[src/rtl/max7219_receiver.sv]
// ============================================================================
// max7219_receiver : 3-wire serial receive end with MAX7219-style registers
// Revision 1.0
// ============================================================================
`default_nettype none

module max7219_receiver #(
  parameter int SYNC_STAGES = 2,
  parameter int ROWS        = 8
) (
  input  logic        clk_in,
  input  logic        reset_n_in,
  input  logic        ser_clk_in,
  input  logic        ser_data_in,
  input  logic        ser_latch_in,
  input  logic [2:0]  row_addr_in,
  output logic [7:0]  row_data_out,
  output logic [7:0]  decode_mode_out,
  output logic [3:0]  intensity_out,
  output logic [2:0]  scan_limit_out,
  output logic        shutdown_n_out,
  output logic        display_test_out,
  output logic        word_valid_out,
  output logic [15:0] word_out,
  output logic        short_frame_out,
  output logic        dout_out
);

  localparam logic [1:0] ST_IDLE   = 2'd0;
  localparam logic [1:0] ST_SHIFT  = 2'd1;
  localparam logic [1:0] ST_COMMIT = 2'd2;

  logic [1:0]             rst_sync_q;
  logic                   rst_n_w;
  logic [SYNC_STAGES:0]   sclk_q;
  logic [SYNC_STAGES:0]   slat_q;
  logic [SYNC_STAGES-1:0] sdat_q;
  logic                   clk_rise_w;
  logic                   lat_rise_w;
  logic                   data_w;

  logic [1:0]  state_q, state_d;
  logic [15:0] shift_q, shift_d;
  logic [4:0]  count_q, count_d;
  logic        commit_w;
  logic [3:0]  addr_w;

  logic [7:0]  ram_q [ROWS];
  logic [7:0]  row_data_q;
  logic [7:0]  decode_q;
  logic [3:0]  intensity_q;
  logic [2:0]  scan_q;
  logic        shutdown_n_q;
  logic        test_q;
  logic        valid_q;
  logic [15:0] word_q;
  logic        short_q;

  // Reset asserts asynchronously but is released on a clk_in edge.
  always_ff @(posedge clk_in or negedge reset_n_in) begin
    if (!reset_n_in) rst_sync_q <= 2'b00;
    else             rst_sync_q <= {rst_sync_q[0], 1'b1};
  end
  assign rst_n_w = rst_sync_q[1];

  always_ff @(posedge clk_in or negedge rst_n_w) begin
    if (!rst_n_w) begin
      sclk_q <= '0;
      slat_q <= '0;
      sdat_q <= '0;
    end else begin
      sclk_q <= {sclk_q[SYNC_STAGES-1:0], ser_clk_in};
      slat_q <= {slat_q[SYNC_STAGES-1:0], ser_latch_in};
      sdat_q <= {sdat_q[SYNC_STAGES-2:0], ser_data_in};
    end
  end

  assign clk_rise_w = sclk_q[SYNC_STAGES-1] & ~sclk_q[SYNC_STAGES];
  assign lat_rise_w = slat_q[SYNC_STAGES-1] & ~slat_q[SYNC_STAGES];
  assign data_w     = sdat_q[SYNC_STAGES-1];
  assign commit_w   = (state_q == ST_COMMIT);
  assign addr_w     = shift_q[11:8];

  always_comb begin
    state_d = state_q;
    shift_d = shift_q;
    count_d = count_q;
    case (state_q)
      ST_IDLE, ST_SHIFT: begin
        if (clk_rise_w) begin
          shift_d = {shift_q[14:0], data_w};
          count_d = (count_q == 5'd31) ? 5'd31 : count_q + 5'd1;
          state_d = ST_SHIFT;
        end
        // Shift happens first, so a same-cycle latch commits the new bit.
        if (lat_rise_w && (count_d != 5'd0)) state_d = ST_COMMIT;
      end
      ST_COMMIT: begin
        count_d = 5'd0;
        state_d = ST_IDLE;
        if (clk_rise_w) begin
          shift_d = {shift_q[14:0], data_w};
          count_d = 5'd1;
          state_d = ST_SHIFT;
        end
      end
      default: state_d = ST_IDLE;
    endcase
  end

  always_ff @(posedge clk_in or negedge rst_n_w) begin
    if (!rst_n_w) begin
      state_q <= ST_IDLE;
      shift_q <= '0;
      count_q <= '0;
    end else begin
      state_q <= state_d;
      shift_q <= shift_d;
      count_q <= count_d;
    end
  end

  always_ff @(posedge clk_in or negedge rst_n_w) begin
    if (!rst_n_w) begin
      decode_q     <= '0;
      intensity_q  <= '0;
      scan_q       <= '0;
      shutdown_n_q <= 1'b0;
      test_q       <= 1'b0;
      valid_q      <= 1'b0;
      word_q       <= '0;
      short_q      <= 1'b0;
    end else begin
      valid_q <= commit_w;
      short_q <= commit_w && (count_q < 5'd16);
      if (commit_w) begin
        word_q <= shift_q;
        case (addr_w)
          4'h9: decode_q     <= shift_q[7:0];
          4'hA: intensity_q  <= shift_q[3:0];
          4'hB: scan_q       <= shift_q[2:0];
          4'hC: shutdown_n_q <= shift_q[0];
          4'hF: test_q       <= shift_q[0];
          default: ;
        endcase
      end
    end
  end

  // Row RAM: read returns the pre-write contents on a same-cycle collision.
  always_ff @(posedge clk_in or negedge rst_n_w) begin
    if (!rst_n_w) begin
      for (int r = 0; r < ROWS; r++) ram_q[r] <= '0;
      row_data_q <= '0;
    end else begin
      for (int r = 0; r < ROWS; r++) begin
        if (commit_w && (addr_w == 4'(r + 1))) ram_q[r] <= shift_q[7:0];
      end
      row_data_q <= ({29'd0, row_addr_in} < ROWS) ? ram_q[row_addr_in] : 8'd0;
    end
  end

  assign row_data_out     = row_data_q;
  assign decode_mode_out  = decode_q;
  assign intensity_out    = intensity_q;
  assign scan_limit_out   = scan_q;
  assign shutdown_n_out   = shutdown_n_q;
  assign display_test_out = test_q;
  assign word_valid_out   = valid_q;
  assign word_out         = word_q;
  assign short_frame_out  = short_q;
  assign dout_out         = shift_q[15];

endmodule

`default_nettype wire

[config.mk]
export PLATFORM = sky130hd
export DESIGN_NAME = max7219_receiver
export DESIGN_NICKNAME = d
export VERILOG_FILES = /design/src/rtl/max7219_receiver.sv
export SDC_FILE = /design/constraint.sdc
export NUM_CORES = 1
export LEC_CHECK = 0
export BUFFER_PORTS_ARGS = -buffer_cell sky130_fd_sc_hd__buf_2
export CORE_MARGIN = 2
export CORE_UTILIZATION = 50
export CTS_CLUSTER_DIAMETER = 200
export DETAILED_ROUTE_END_ITERATION = 8
export PLACE_DENSITY = 0.75
export REMOVE_ABC_BUFFERS = 1
export SYNTH_ARGS = -nofsm -noshare
export SYNTH_HDL_FRONTEND = slang
export SYNTH_SLANG_ARGS = --single-unit
[constraint.sdc]
create_clock -name clk_in -period 4 [get_ports clk_in]
set_input_delay 0.2 -clock clk_in [delete_from_list [all_inputs] [get_ports clk_in]]
set_output_delay 0.2 -clock clk_in [all_outputs]
set_load 0.02 [all_outputs]
== After elaboration in Yosys (flattened, before gate mapping) ==
Index checks and enable logic that the tools add are counted.

* Register bits after elaboration: 140
* Input bits: 8
* Output and inout bits: 44
* Word-level logic and storage cells: 82

* Add/subtract/negate cells: 1
* Magnitude comparators: 2
* Eq/ne operators: 17
* Muxes and demuxes: 12
* Bitwise gates (word level): 5
* Reductions and logical operators: 21

{| class="wikitable"
|+ Operators with widths
! kind !! count
|-
| 8-bit binary-select mux with 3-bit select || 1
|-
| 4-bit == test, second input constant || 6
|-
| 4-bit by 3-bit == test with 1-bit output, second input constant || 4
|-
| 8-bit two-way mux || 2
|-
| 5-bit two-way mux || 3
|-
| 2-bit AND reduction || 6
|-
| 1-bit logical AND || 10
|-
| 5-bit one-hot mux with 2 select lines || 1
|-
| 4-bit by 2-bit == test with 1-bit output, second input constant || 2
|-
| 5-bit by 1-bit adder with 5-bit output, second input constant || 1
|-
| 5-bit == test, second input constant || 1
|-
| 5-bit < comparator, second input constant || 1
|-
| 5-bit nonzero test || 1
|-
| 4-bit by 1-bit == test with 1-bit output, second input constant || 1
|-
| 4-bit >= comparator, second input constant || 1
|-
| 2-bit two-way mux || 2
|-
| 3-bit inverter with 4-bit output || 1
|-
| 2-bit one-hot mux with 2 select lines || 1
|-
| 3-bit != test, second input constant || 1
|-
| 3-bit OR reduction || 1
|-
| 1-bit bitwise AND || 2
|-
| 2-bit by 1-bit == test with 1-bit output, second input constant || 1
|-
| 2-bit == test, second input constant || 1
|-
| 2-bit zero test || 1
|-
| other kinds (4) || 6
|}

== Depth between registers and ports, before layout ==
Gate-level depths: netlist (run 1).

* Depth after elaboration: 8
* Depth in mapped cells: 7
* Depth with buffers taken out: 5

== Worst setup path before layout (run 1) ==
Ideal clock, no wire load.

* Path type: reg-to-reg
* Start point: register state_q[0]
* End point: register ram_q[40] (netlist name)
* Library setup time: 125 ps
* Arrival time: 1411 ps
* Path slack: 2464 ps
* Cell stages (with the launch flop): 5
* Path buffers: 1
* Cell sequence: dfrtp_1 -> buf_6 -> nand2b_4 -> nor4_4 -> mux2_2

* Longest elaborated chain between the ends: 2

{| class="wikitable"
|+ Ends and longest elaborated chain
! item !! RTL line !! text
|-
| from (decl) || 42 || <nowiki>logic [1:0] state_q, state_d;</nowiki>
|-
| from (signal assigned) || 117 || <nowiki>state_q <= state_d;</nowiki>
|-
| 2-bit == test || 81 || <nowiki>assign commit_w = (state_q == ST_COMMIT);</nowiki>
|-
| 1-bit logical AND || 157 || <nowiki>if (commit_w && (addr_w == 4'(r + 1))) ram_q[r] <= shift_q[7:0];</nowiki>
|-
| to (signal, indexed assignment) || 157 ||
|-
| to (decl) || 48 || <nowiki>logic [7:0] ram_q [ROWS];</nowiki>
|}

Every way passes these cells.
A chain may end at the register's enable or synchronous reset.

== Worst setup path after layout (run 1) ==
* Start point: register state_q[1]
* End point: register ram_q[41] (netlist name)

Same word-level chain as after synthesis.

==> impl_metrics.csv, run 1 <==
group,metric,value,unit
status,status,"complete, no violations",
pwr,leakagePower,3.48,nW
die,die_y,112,um
placement,globalplace.congestion,0.781,
clock_network,cts_root_buffer,"sky130_fd_sc_hd__clkbuf_16",
grt,grt_overflow,0,
timing,setup_viols_final,0,
detailed_routing,wirelength,11200,um
flow_run,timing.max_cap.violations,0,
synthesis,most_frequently_used_cell_type_in_the_post_synthesis_netlist,"sky130_fd_sc_hd__dfrtp_1",
synthesis,yosysUniqueCellTypes,35,
timing,timing.final.crit_share,52.7,%
setup_path,arrival,2.41,ns
cells_and_area,drive_above_1_share,44.5,%
timing,worst_clock_skew,0.00913,ns
synthesis,post_synthesis_area_per_instance,14.7,um^2
grt,pin_count_of_the_biggest_net_entering_global_routing,79,
setup_path,timing_worst_setup_path_type,"flop to flop",
timing,fmax,0.474,GHz
synthesis,synthArstFlopShare,100,%
clock_network,clock_insertion_delay_worst_skew,0.42,ns
detailed_routing,detailedRoute.firstPassIterationCount,4,
cells_and_area,antenna-diode-count,0,
synthesis,sequential_element_share_of_the_synthesized_area,60.1,%
synthesis,synthFlopType,"sky130_fd_sc_hd__dfrtp_1",
die,floorplan_core_area,11400,um^2
synthesis,synth_top_area_cell,"sky130_fd_sc_hd__dfrtp_1",
grt,antenna_found_initial,0,
grt,grt_usage,19.5,%
detailed_routing,final_antenna_net_count,0,
grt,first_global_vias,3557,
pwr,cellPowerDensity,688,nW/um^2
detailed_routing,avgRoutedWirePerCell,18.5,um
setup_path,critical_path.max_fanout,20,
synthesis,synth.yosys.warnings,0,
placement,detailed_place.area,6140,um^2
pwr,fin_total_pwr,4.66,mW
timing,grt_setup_unrepaired,"no",
detailed_routing,drt-initial-drc-count,134,
synthesis,yosys_register_bits,140,
pwr,ir_drop,0.378,mV
clock_network,cts.sinks,140,
timing,finalHoldViolations,0,
detailed_routing,via_per_inst,5.57,
die,io_pins,52,
grt,grt_first_pass_wirelength,18700,um
synthesis,post-synth-top-area-fraction,60.1,%
die,rows,39,
timing,tightest_slew,1.00,ns
placement,port_buffers,51,
synthesis,yosys-top-cells-area,"sky130_fd_sc_hd__dfrtp_1, sky130_fd_sc_hd__mux2_2, sky130_fd_sc_hd__mux4_1",
die,fp.dieArea,12500,um^2
clock_network,worst_setup_hold_path_clk_slew,0.06,ns
synthesis,netlist_instances,396,
cells_and_area,final_net_count,457,
cells_and_area,area_delta_synth_final,16.0,%
timing,min_period,2.11,ns
clock_network,cts_tree,"built",
cells_and_area,fillers,925,
synthesis,post_synth_edffs,0,
timing,worst_slew_margin,33.1,%
clock_network,cts_made_buffers,17,
synthesis,synth_commonest_cells,"sky130_fd_sc_hd__dfrtp_1, sky130_fd_sc_hd__mux2_2, sky130_fd_sc_hd__nand2_1",
setup_path,worstSetupStartpointType,"flop",
clock_network,cts-root-to-sink-buffers,2,
detailed_routing,drc,0,
clock_network,cts_h_tree_depth,4,
setup_path,cp_data_required_time,4.30,ns
min_path,timing.hold.worst.class,"input pin to asynchronous set/reset pin",
synthesis,synth.cell_area,5830,um^2
cells_and_area,final_cell_area,6770,um^2
placement,hpwl,6990,um
die,initial_util,51.1,%
detailed_routing,num_vias,3363,
setup_path,cp-end-kind,"flop",
die,chipWidth,112,um
timing,slew_viol_final,0,
## cell type report
| type | count | area [um^2] | area share, % |
|---|---|---|---|
| inverters | 3 | 11.3 | 0.166 |
| clock buffers | 21 | 470 | 6.95 |
| repair buffers | 56 | 315 | 4.66 |
| well taps | 143 | 179 | 2.64 |
| clock inverters | 11 | 118 | 1.74 |
| multi-input cells | 230 | 2170 | 32.0 |
| flip-flops and latches | 140 | 3510 | 51.8 |
## through the flow
step / utilization [%] / std cells / TNS [ns] / hold WS (ns) / worst slack, ns
floorplan: - / 373 / -26.15 / -0.0956 / -0.189
global placement: 53.8 / 568 / 0 / -0.0149 / 1.90
detailed placement: 53.8 / 568 / 0 / -0.0130 / 1.89
CTS: 59.3 / 604 / 0 / 0.0766 / 1.87
global route: 59.3 / 604 / 0 / 0.0842 / 1.71
finish: 59.3 / 604 / 0 / 0.0949 / 1.89
## kinds of logic after synthesis
logic type / after synthesis / share of synthesized area, %
AO/OA/AOI/OAI: 16 / 1.65
adder cells (fa/ha/maj): 1 / 0.215
buffers and inverters: 26 / 2.79
flip-flops: 140 / 60.1
multiplexers: 123 / 27.6
other: 1 / 0.0643
AND/OR/NAND/NOR: 89 / 7.64
## cell usage in the layout, fill, tap and decap left out, types with 6 or more instances in the layout
master                      count
sky130_fd_sc_hd__clkbuf_16     17
sky130_fd_sc_hd__mux4_1        11
sky130_fd_sc_hd__dfrtp_1      139
sky130_fd_sc_hd__buf_2         51
sky130_fd_sc_hd__nor2_1         6
sky130_fd_sc_hd__nand2_1       56
sky130_fd_sc_hd__nand2_2        7
sky130_fd_sc_hd__mux2_2       104
## timing repair
| item | CTS | global route |
|---|---|---|
| endpoints found under the hold margin | 5 | 0 |
| resized for setup | 0 | 0 |
| buffers inserted | 0 | 0 |
| setup endpoints to repair | 0 | 0 |
| hold buffers | 4 | 0 |
## where the power goes
part / leakage (nW) / internal [mW] / switching, mW / total [mW]
sequential: 1.87 / 1.80 / 0.403 / 2.20
clock: 0.289 / 0.962 / 0.571 / 1.53
combinational: 1.33 / 0.469 / 0.452 / 0.921
## critical path: stages, from the launching register on
cell and delay (ns):
sky130_fd_sc_hd__dfrtp_1 0.60, sky130_fd_sc_hd__nand2b_4 0.27, sky130_fd_sc_hd__nor4_4 0.70, sky130_fd_sc_hd__mux2_2 0.41
## registers in the layout (all words and copies together) (netlist names)
register	count
state_q	2
intensity_out	4
shift_q	16
sclk_q	3
sdat_q	2
count_q	5
decode_mode_out	8
word_valid_out	1
word_out	16
rst_sync_q	2
scan_limit_out	3
row_data_out	8
shutdown_n_out	1
short_frame_out	1
slat_q	3
display_test_out	1
ram_q	64
## routing by layer
metal	GRT usage (%)	routed length, um	vias up
li1	-	-	1520
met1	26.6	5050	1755
met2	29.7	5380	70
met3	5.66	495	18
met4	7.89	261	0
met5	0	0	-
## final timing paths
kind / cells after the start / slack (ns) / to / startpoint
max in group asynchronous: 1 / 2.61 / short_frame_out / rst_sync_q[1]
setup reg to reg: 3 / 1.89 / ram_q[41] / state_q[1]
hold / removal: 2 / 0.09 / rst_sync_q[1] / reset_n_in
hold reg to reg: 0 / 0.35 / sdat_q[1] / sdat_q[0]
setup / recovery: 3 / 1.89 / ram_q[41] / state_q[1]
min in group clk_in: 2 / 0.26 / row_data_out[4] / row_addr_in[2]
(Power assumes the default switching activity.)
==> run 2, diff against run 1 <==
- ABC_AREA: default -> 1
- PLACE_DENSITY: 0.75 -> 0.73
- clock period: 4 -> 2 ns (I/O delays scaled with it)
==> impl_metrics.csv, run 2 <==
group,metric,value,unit
cells_and_area,antenna-diode-count,0,
cells_and_area,area_delta_synth_final,19.6,%
die,floorplan_core_area,10800,um^2
grt,antenna_found_initial,0,
die,fp.dieArea,12000,um^2
placement,hpwl,8090,um
grt,grt_overflow,0,
timing,fmax,0.569,GHz
detailed_routing,drt-initial-drc-count,323,
timing,setup_viols_final,0,
clock_network,worst_setup_hold_path_clk_slew,0.06,ns
grt,groute.layer.met2.usage,39.6,%
setup_path,critical_path.max_fanout,16,
detailed_routing,detailedRoute.firstPassIterationCount,5,
clock_network,ctsResizeCount,0,
cells_and_area,final_net_count,676,
clock_network,clock_insertion_delay_worst_skew,0.51,ns
timing,worst_slew_margin,58.6,%
die,io_pins,52,
setup_path,reg2reg_to,"ram_q[21]",
grt,grt_usage,23.5,%
die,die_y,110,um
pwr,leakagePower,3.25,nW
setup_path,critical_path.reg2reg.startpoint,"state_q[0]",
clock_network,cts_tree,"built",
clock_network,cts-root-to-sink-buffers,2,
setup_path,worstSetupStartpointType,"flop",
cells_and_area,ff_latch_area,3510,um^2
timing,finalHoldViolations,0,
clock_network,cts_h_tree_depth,4,
die,initial_util,51.4,%
status,status,"complete, no violations",
grt,first_global_vias,4415,
cells_and_area,drive_above_1_share,14.9,%
setup_path,depth_of_the_worst_register_to_register_path,6,
synthesis,synth-adder-area-share,0.224,%
synthesis,synthArstFlopShare,100,%
placement,globalplace.congestion,0.835,
setup_path,timing_worst_setup_path_type,"flop to flop",
clock_network,cts.sinks,140,
synthesis,netlist_instances,610,
synthesis,yosys-top-cells-area,"sky130_fd_sc_hd__dfrtp_1, sky130_fd_sc_hd__nand2_1, sky130_fd_sc_hd__o21ai_0",
grt,grtUsageMet1,30.2,%
detailed_routing,via_per_inst,5.36,
detailed_routing,num_vias,4398,
grt,grt.met3_usage,4.51,%
cells_and_area,regMostFlops,"ram_q",
timing,grt_setup_unrepaired,"no",
die,chipWidth,110,um
pwr,ir_drop,0.831,mV
timing,slew_viol_final,0,
timing,timing.final.crit_share,87.9,%
synthesis,synth_compound_area_share,15.2,%
synthesis,dominant_combinational_cell_family_by_area_after_synthesis,"simple AND/OR/NAND/NOR gates",
synthesis,post-synth-top-area-fraction,62.9,%
synthesis,synth_mux_area_share,0,%
pwr,cellPowerDensity,1230,nW/um^2
synthesis,yosys_register_bits,140,
detailed_routing,final_antenna_net_count,0,
synthesis,synth_commonest_cells,"sky130_fd_sc_hd__nand2_1, sky130_fd_sc_hd__dfrtp_1, sky130_fd_sc_hd__o21ai_0",
cells_and_area,multiInputGateArea,1840,um^2
min_path,min_delay_path_depth,4,
synthesis,post_synth_edffs,0,
setup_path,cp_data_required_time,2.37,ns
min_path,whs_endpoint,"row_data_out[4]",
clock_network,cts_root_buffer,"sky130_fd_sc_hd__clkbuf_8",
synthesis,synth.yosys.warnings,0,
clock_network,cts_made_buffers,17,
cells_and_area,final_cell_area,6670,um^2
synthesis,most_frequently_used_cell_type_in_the_post_synthesis_netlist,"sky130_fd_sc_hd__nand2_1",
grt,pin_count_of_the_biggest_net_entering_global_routing,56,
synthesis,sequential_element_share_of_the_synthesized_area,62.9,%
grt,grt_first_pass_wirelength,21500,um
synthesis,synthFlopType,"sky130_fd_sc_hd__dfrtp_1",
synthesis,synth.cell_area,5570,um^2
placement,port_buffers,51,
synthesis,post_synthesis_area_per_instance,9.14,um^2
timing,min_period,1.76,ns
grt,busiest_metal_layer_after_global_routing,"met2",
detailed_routing,drc,0,
synthesis,synth_top_area_cell,"sky130_fd_sc_hd__dfrtp_1",
min_path,hold_path.startpoint,"row_addr_in[2]",
placement,detailed_place.area,6010,um^2
detailed_routing,wirelength,12600,um
setup_path,cp-end-kind,"flop",
timing,tightest_slew,0.620,ns
cells_and_area,fillers,910,
synthesis,yosys.area_share.simple,17.4,%
synthesis,synthXorXnorAreaFrac,0.157,%
min_path,timing.hold.worst.class,"input pin to flop",
cells_and_area,final_common_cell,"sky130_fd_sc_hd__nand2_1",
flow_run,timing.max_cap.violations,0,
pwr,fin_total_pwr,8.23,mW
setup_path,worst-r2r-setup-slack,0.24,ns
detailed_routing,avgRoutedWirePerCell,15.4,um
die,rows,38,
setup_path,arrival,2.12,ns
timing,worst_clock_skew,0.00696,ns
cells_and_area,largest_reg_flops,64,
synthesis,yosysUniqueCellTypes,25,
cells_and_area,final_cell_mix,"sky130_fd_sc_hd__nand2_1, sky130_fd_sc_hd__dfrtp_1, sky130_fd_sc_hd__o21ai_0",
==> run 2: cell count changes in the layout (fill, tap and decap cells not counted), sizes merged, moves of 6 or more <==
cell,change
inv,+31
nand3,+8
nand2,+111
o21ai,+141
nor2,+44
buf,+11
a31oi,+6
mux2,-104
mux4,-16
==> run 2: worst max path at each step <==
stage                             start            endpoint  slack (ns)  depth (start not counted)
after floorplan           rst_sync_q[1]          count_q[0]       -2.19                          0
after global placement       state_q[0]  decode_mode_out[0]        0.38                          6
after detailed placement     state_q[0]  decode_mode_out[6]        0.30                          6
after CTS                    state_q[0]           ram_q[21]        0.25                          6
after global routing         state_q[1]           ram_q[21]        0.08                          7
final                        state_q[0]           ram_q[21]        0.24                          6
==> run 2: critical path, stage by stage (launching register included) <==
cell	delay, ns
sky130_fd_sc_hd__dfrtp_1	0.46
sky130_fd_sc_hd__nor2_8	0.21
sky130_fd_sc_hd__inv_2	0.08
sky130_fd_sc_hd__nor3_4	0.17
sky130_fd_sc_hd__nand2_1	0.38
sky130_fd_sc_hd__nand2_1	0.20
sky130_fd_sc_hd__o21ai_1	0.10
==> run 2: cell type report <==
class / instances / share of cell area [%]
clock buffers: 19 / 6.32
flip-flops and latches: 140 / 52.6
clock inverters: 13 / 2.83
repair buffers: 68 / 6.31
multi-input cells: 410 / 27.6
inverters: 30 / 1.69
well taps: 140 / 2.63
==> run 2: where the power goes <==
| group | switching [mW] | internal (mW) | leakage, nW |
|---|---|---|---|
| sequential | 0.295 | 3.26 | 1.89 |
| clock | 1.18 | 2.04 | 0.294 |
| combinational | 1.04 | 0.415 | 1.06 |
| total | 2.52 | 5.71 | 3.25 |
==> run 2: metrics by stage <==
stage          setup TNS, ns  utilization, %  setup slack [ns]  cells  hold WS, ns
6_report                   0            61.5             0.243    820        0.106
5_1_grt                    0            61.5            0.0814    820        0.127
4_1_cts                    0            61.5             0.248    820       0.0911
3_5_place_dp               0            55.4             0.305    783       -0.114
3_3_place_gp               0            55.4             0.383    783       -0.115
2_1_floorplan        -302.15               -             -2.19    580       -0.196
==> run 2: repair_timing <==
| item | 4_1_cts | 5_1_grt |
|---|---|---|
| hold endpoints to repair | 5 | 0 |
| hold buffers | 5 | 0 |
| setup buffers | 0 | 0 |
==> run 2: per-layer routing <==
metal,vias to the layer above,wire [um]
met5,-,0
met4,0,195
met3,14,635
met2,142,6380
met1,2132,5420
li1,2110,-
==> run 2: cell families after synthesis <==
kind of cell | Yosys count
flip-flops | 140
XOR/XNOR | 1
adder cells (fa/ha/maj) | 1
buffers and inverters | 60
AND/OR/NAND/NOR | 241
AO/OA/AOI/OAI | 166
other | 1
==> run 3, diff against run 2 <==
- REMOVE_ABC_BUFFERS: 1 -> default
- SLEW_MARGIN: default -> 0
==> impl_metrics.csv, run 3 (synthesis gave the netlist of run 2 again) <==
group,metric,value,unit
cells_and_area,regMostFlops,"ram_q",
setup_path,max_stage_delay,0.54,ns
timing,slew_viol_final,0,
flow_run,timing.max_cap.violations,0,
grt,grt_usage,23.8,%
clock_network,cts-root-to-sink-buffers,2,
die,die_y,110,um
pwr,ir_drop,0.549,mV
cells_and_area,final_net_count,674,
setup_path,crit_family,"simple AND/OR/NAND/NOR gates",
clock_network,cts_h_tree_depth,4,
cells_and_area,final_cell_mix,"sky130_fd_sc_hd__nand2_1, sky130_fd_sc_hd__dfrtp_1, sky130_fd_sc_hd__o21ai_0",
timing,worst_slew_margin,52.4,%
cells_and_area,largest_reg_flops,64,
setup_path,critical_path.max_fanout,16,
pwr,fin_total_pwr,7.85,mW
timing,grt_setup_unrepaired,"no",
placement,port_buffers,51,
timing,min_period,1.81,ns
grt,grt_overflow,0,
timing,setup_viols_final,0,
setup_path,cp-end-kind,"flop",
grt,antenna_found_initial,0,
setup_path,worst-path-buf-inv,1,
clock_network,ctsResizeCount,0,
placement,hpwl,8020,um
timing,fmax,0.552,GHz
cells_and_area,antenna-diode-count,0,
pwr,leakagePower,3.22,nW
min_path,timing.hold.worst.class,"input pin to flop",
clock_network,cts.sinks,140,
setup_path,arrival,2.23,ns
detailed_routing,final_antenna_net_count,0,
die,io_pins,52,
setup_path,cp_data_required_time,2.41,ns
clock_network,cts_tree,"built",
cells_and_area,area_delta_synth_final,18.0,%
die,fp.dieArea,12000,um^2
detailed_routing,detailedRoute.firstPassIterationCount,5,
die,rows,38,
die,chipWidth,110,um
clock_network,clock_insertion_delay_worst_skew,0.53,ns
timing,timing.final.crit_share,90.6,%
setup_path,worstSetupStartpointType,"flop",
timing,setup_tns_final,0,ns
grt,first_global_vias,4336,
detailed_routing,via_per_inst,5.48,
clock_network,cts_made_buffers,17,
setup_path,timing_worst_setup_path_type,"flop to flop",
grt,grt_first_pass_wirelength,21600,um
die,initial_util,51.4,%
cells_and_area,drive_above_1_share,14.1,%
detailed_routing,drc,0,
die,floorplan_core_area,10800,um^2
clock_network,worst_setup_hold_path_clk_slew,0.06,ns
clock_network,cts_root_buffer,"sky130_fd_sc_hd__clkbuf_8",
detailed_routing,wirelength,12900,um
timing,finalHoldViolations,0,
pwr,cellPowerDensity,1190,nW/um^2
status,status,"complete, no violations",
detailed_routing,drt-initial-drc-count,419,
cells_and_area,final_common_cell,"sky130_fd_sc_hd__nand2_1",
detailed_routing,num_vias,4461,
placement,globalplace.congestion,0.831,
setup_path,crit_slowest_cell,"sky130_fd_sc_hd__nand3_1",
timing,worst_clock_skew,0.00523,ns
grt,pin_count_of_the_biggest_net_entering_global_routing,50,
timing,tightest_slew,0.711,ns
setup_path,cp_cell_sequence,"inv_2, nor2_8, nand3_1, o21ai_0",
detailed_routing,avgRoutedWirePerCell,15.8,um
synthesis,postSynthNetCount,619,
cells_and_area,fillers,909,
[run 3: through the flow]
step                      instances  hold slack (ns)  area (um^2)  worst slack [ns]  util, %
final                           814           0.0675         6580             0.187     60.7
after global routing            814            0.115         6580            0.0603     60.7
after CTS                       814           0.0500         6580             0.168     60.7
after detailed placement        781           -0.108         5990             0.283     55.3
after global placement          781           -0.115         5990             0.379     55.3
after floorplan                 610           -0.196         5580             0.496        -
[run 3: power by group]
part | internal, mW | leakage, nW | switching [mW]
Sequential | 3.26 | 1.89 | 0.298
Clock | 1.76 | 0.268 | 1.08
Combinational | 0.412 | 1.06 | 1.04
Total | 5.43 | 3.22 | 2.42
[run 3: what timing repair did]
| action | 4_1_cts | 5_1_grt |
|---|---|---|
| setup buffers | 0 | 0 |
| hold endpoints to repair | 5 | 0 |
| hold buffers | 5 | 0 |
[run 3: layer usage]
layer | global-route usage (%) | vias to the layer above | wire length (um)
met2 | 36.9 | 177 | 5960
met5 | 0 | - | 0
met3 | 6.70 | 26 | 933
met4 | 9.04 | 0 | 286
li1 | - | 2097 | -
met1 | 32.2 | 2161 | 5700
[run 3: tightest hold or removal path, stage by stage]
cell	delay (ns)
sky130_fd_sc_hd__buf_2	0.15
sky130_fd_sc_hd__o21ai_0	0.09
sky130_fd_sc_hd__a21oi_1	0.06
sky130_fd_sc_hd__a31oi_1	0.15
[run 3: area by class of cell]
cell class,instances,area [um^2],share of cell area [%]
Clock buffer,27,532,8.08
Clock inverter,1,5.00,0.0761
Inverter,30,113,1.71
Multi-Input combinational cell,410,1840,28.0
Sequential cell,140,3510,53.3
Tap cell,140,175,2.66
Timing Repair Buffer,66,405,6.16
[run 3: final timing paths]
path                                start                 end  slack (ns)  cells after the start
max                            state_q[1]           ram_q[40]        0.19                      4
min                        row_addr_in[2]     row_data_out[5]        0.07                      4
max reg2reg                    state_q[1]           ram_q[40]        0.19                      4
min reg2reg                 rst_sync_q[1]  decode_mode_out[3]        0.29                      0
max in group asynchronous   rst_sync_q[1]           ram_q[21]        1.02                      1
min in group asynchronous   rst_sync_q[1]  decode_mode_out[3]        0.29                      0
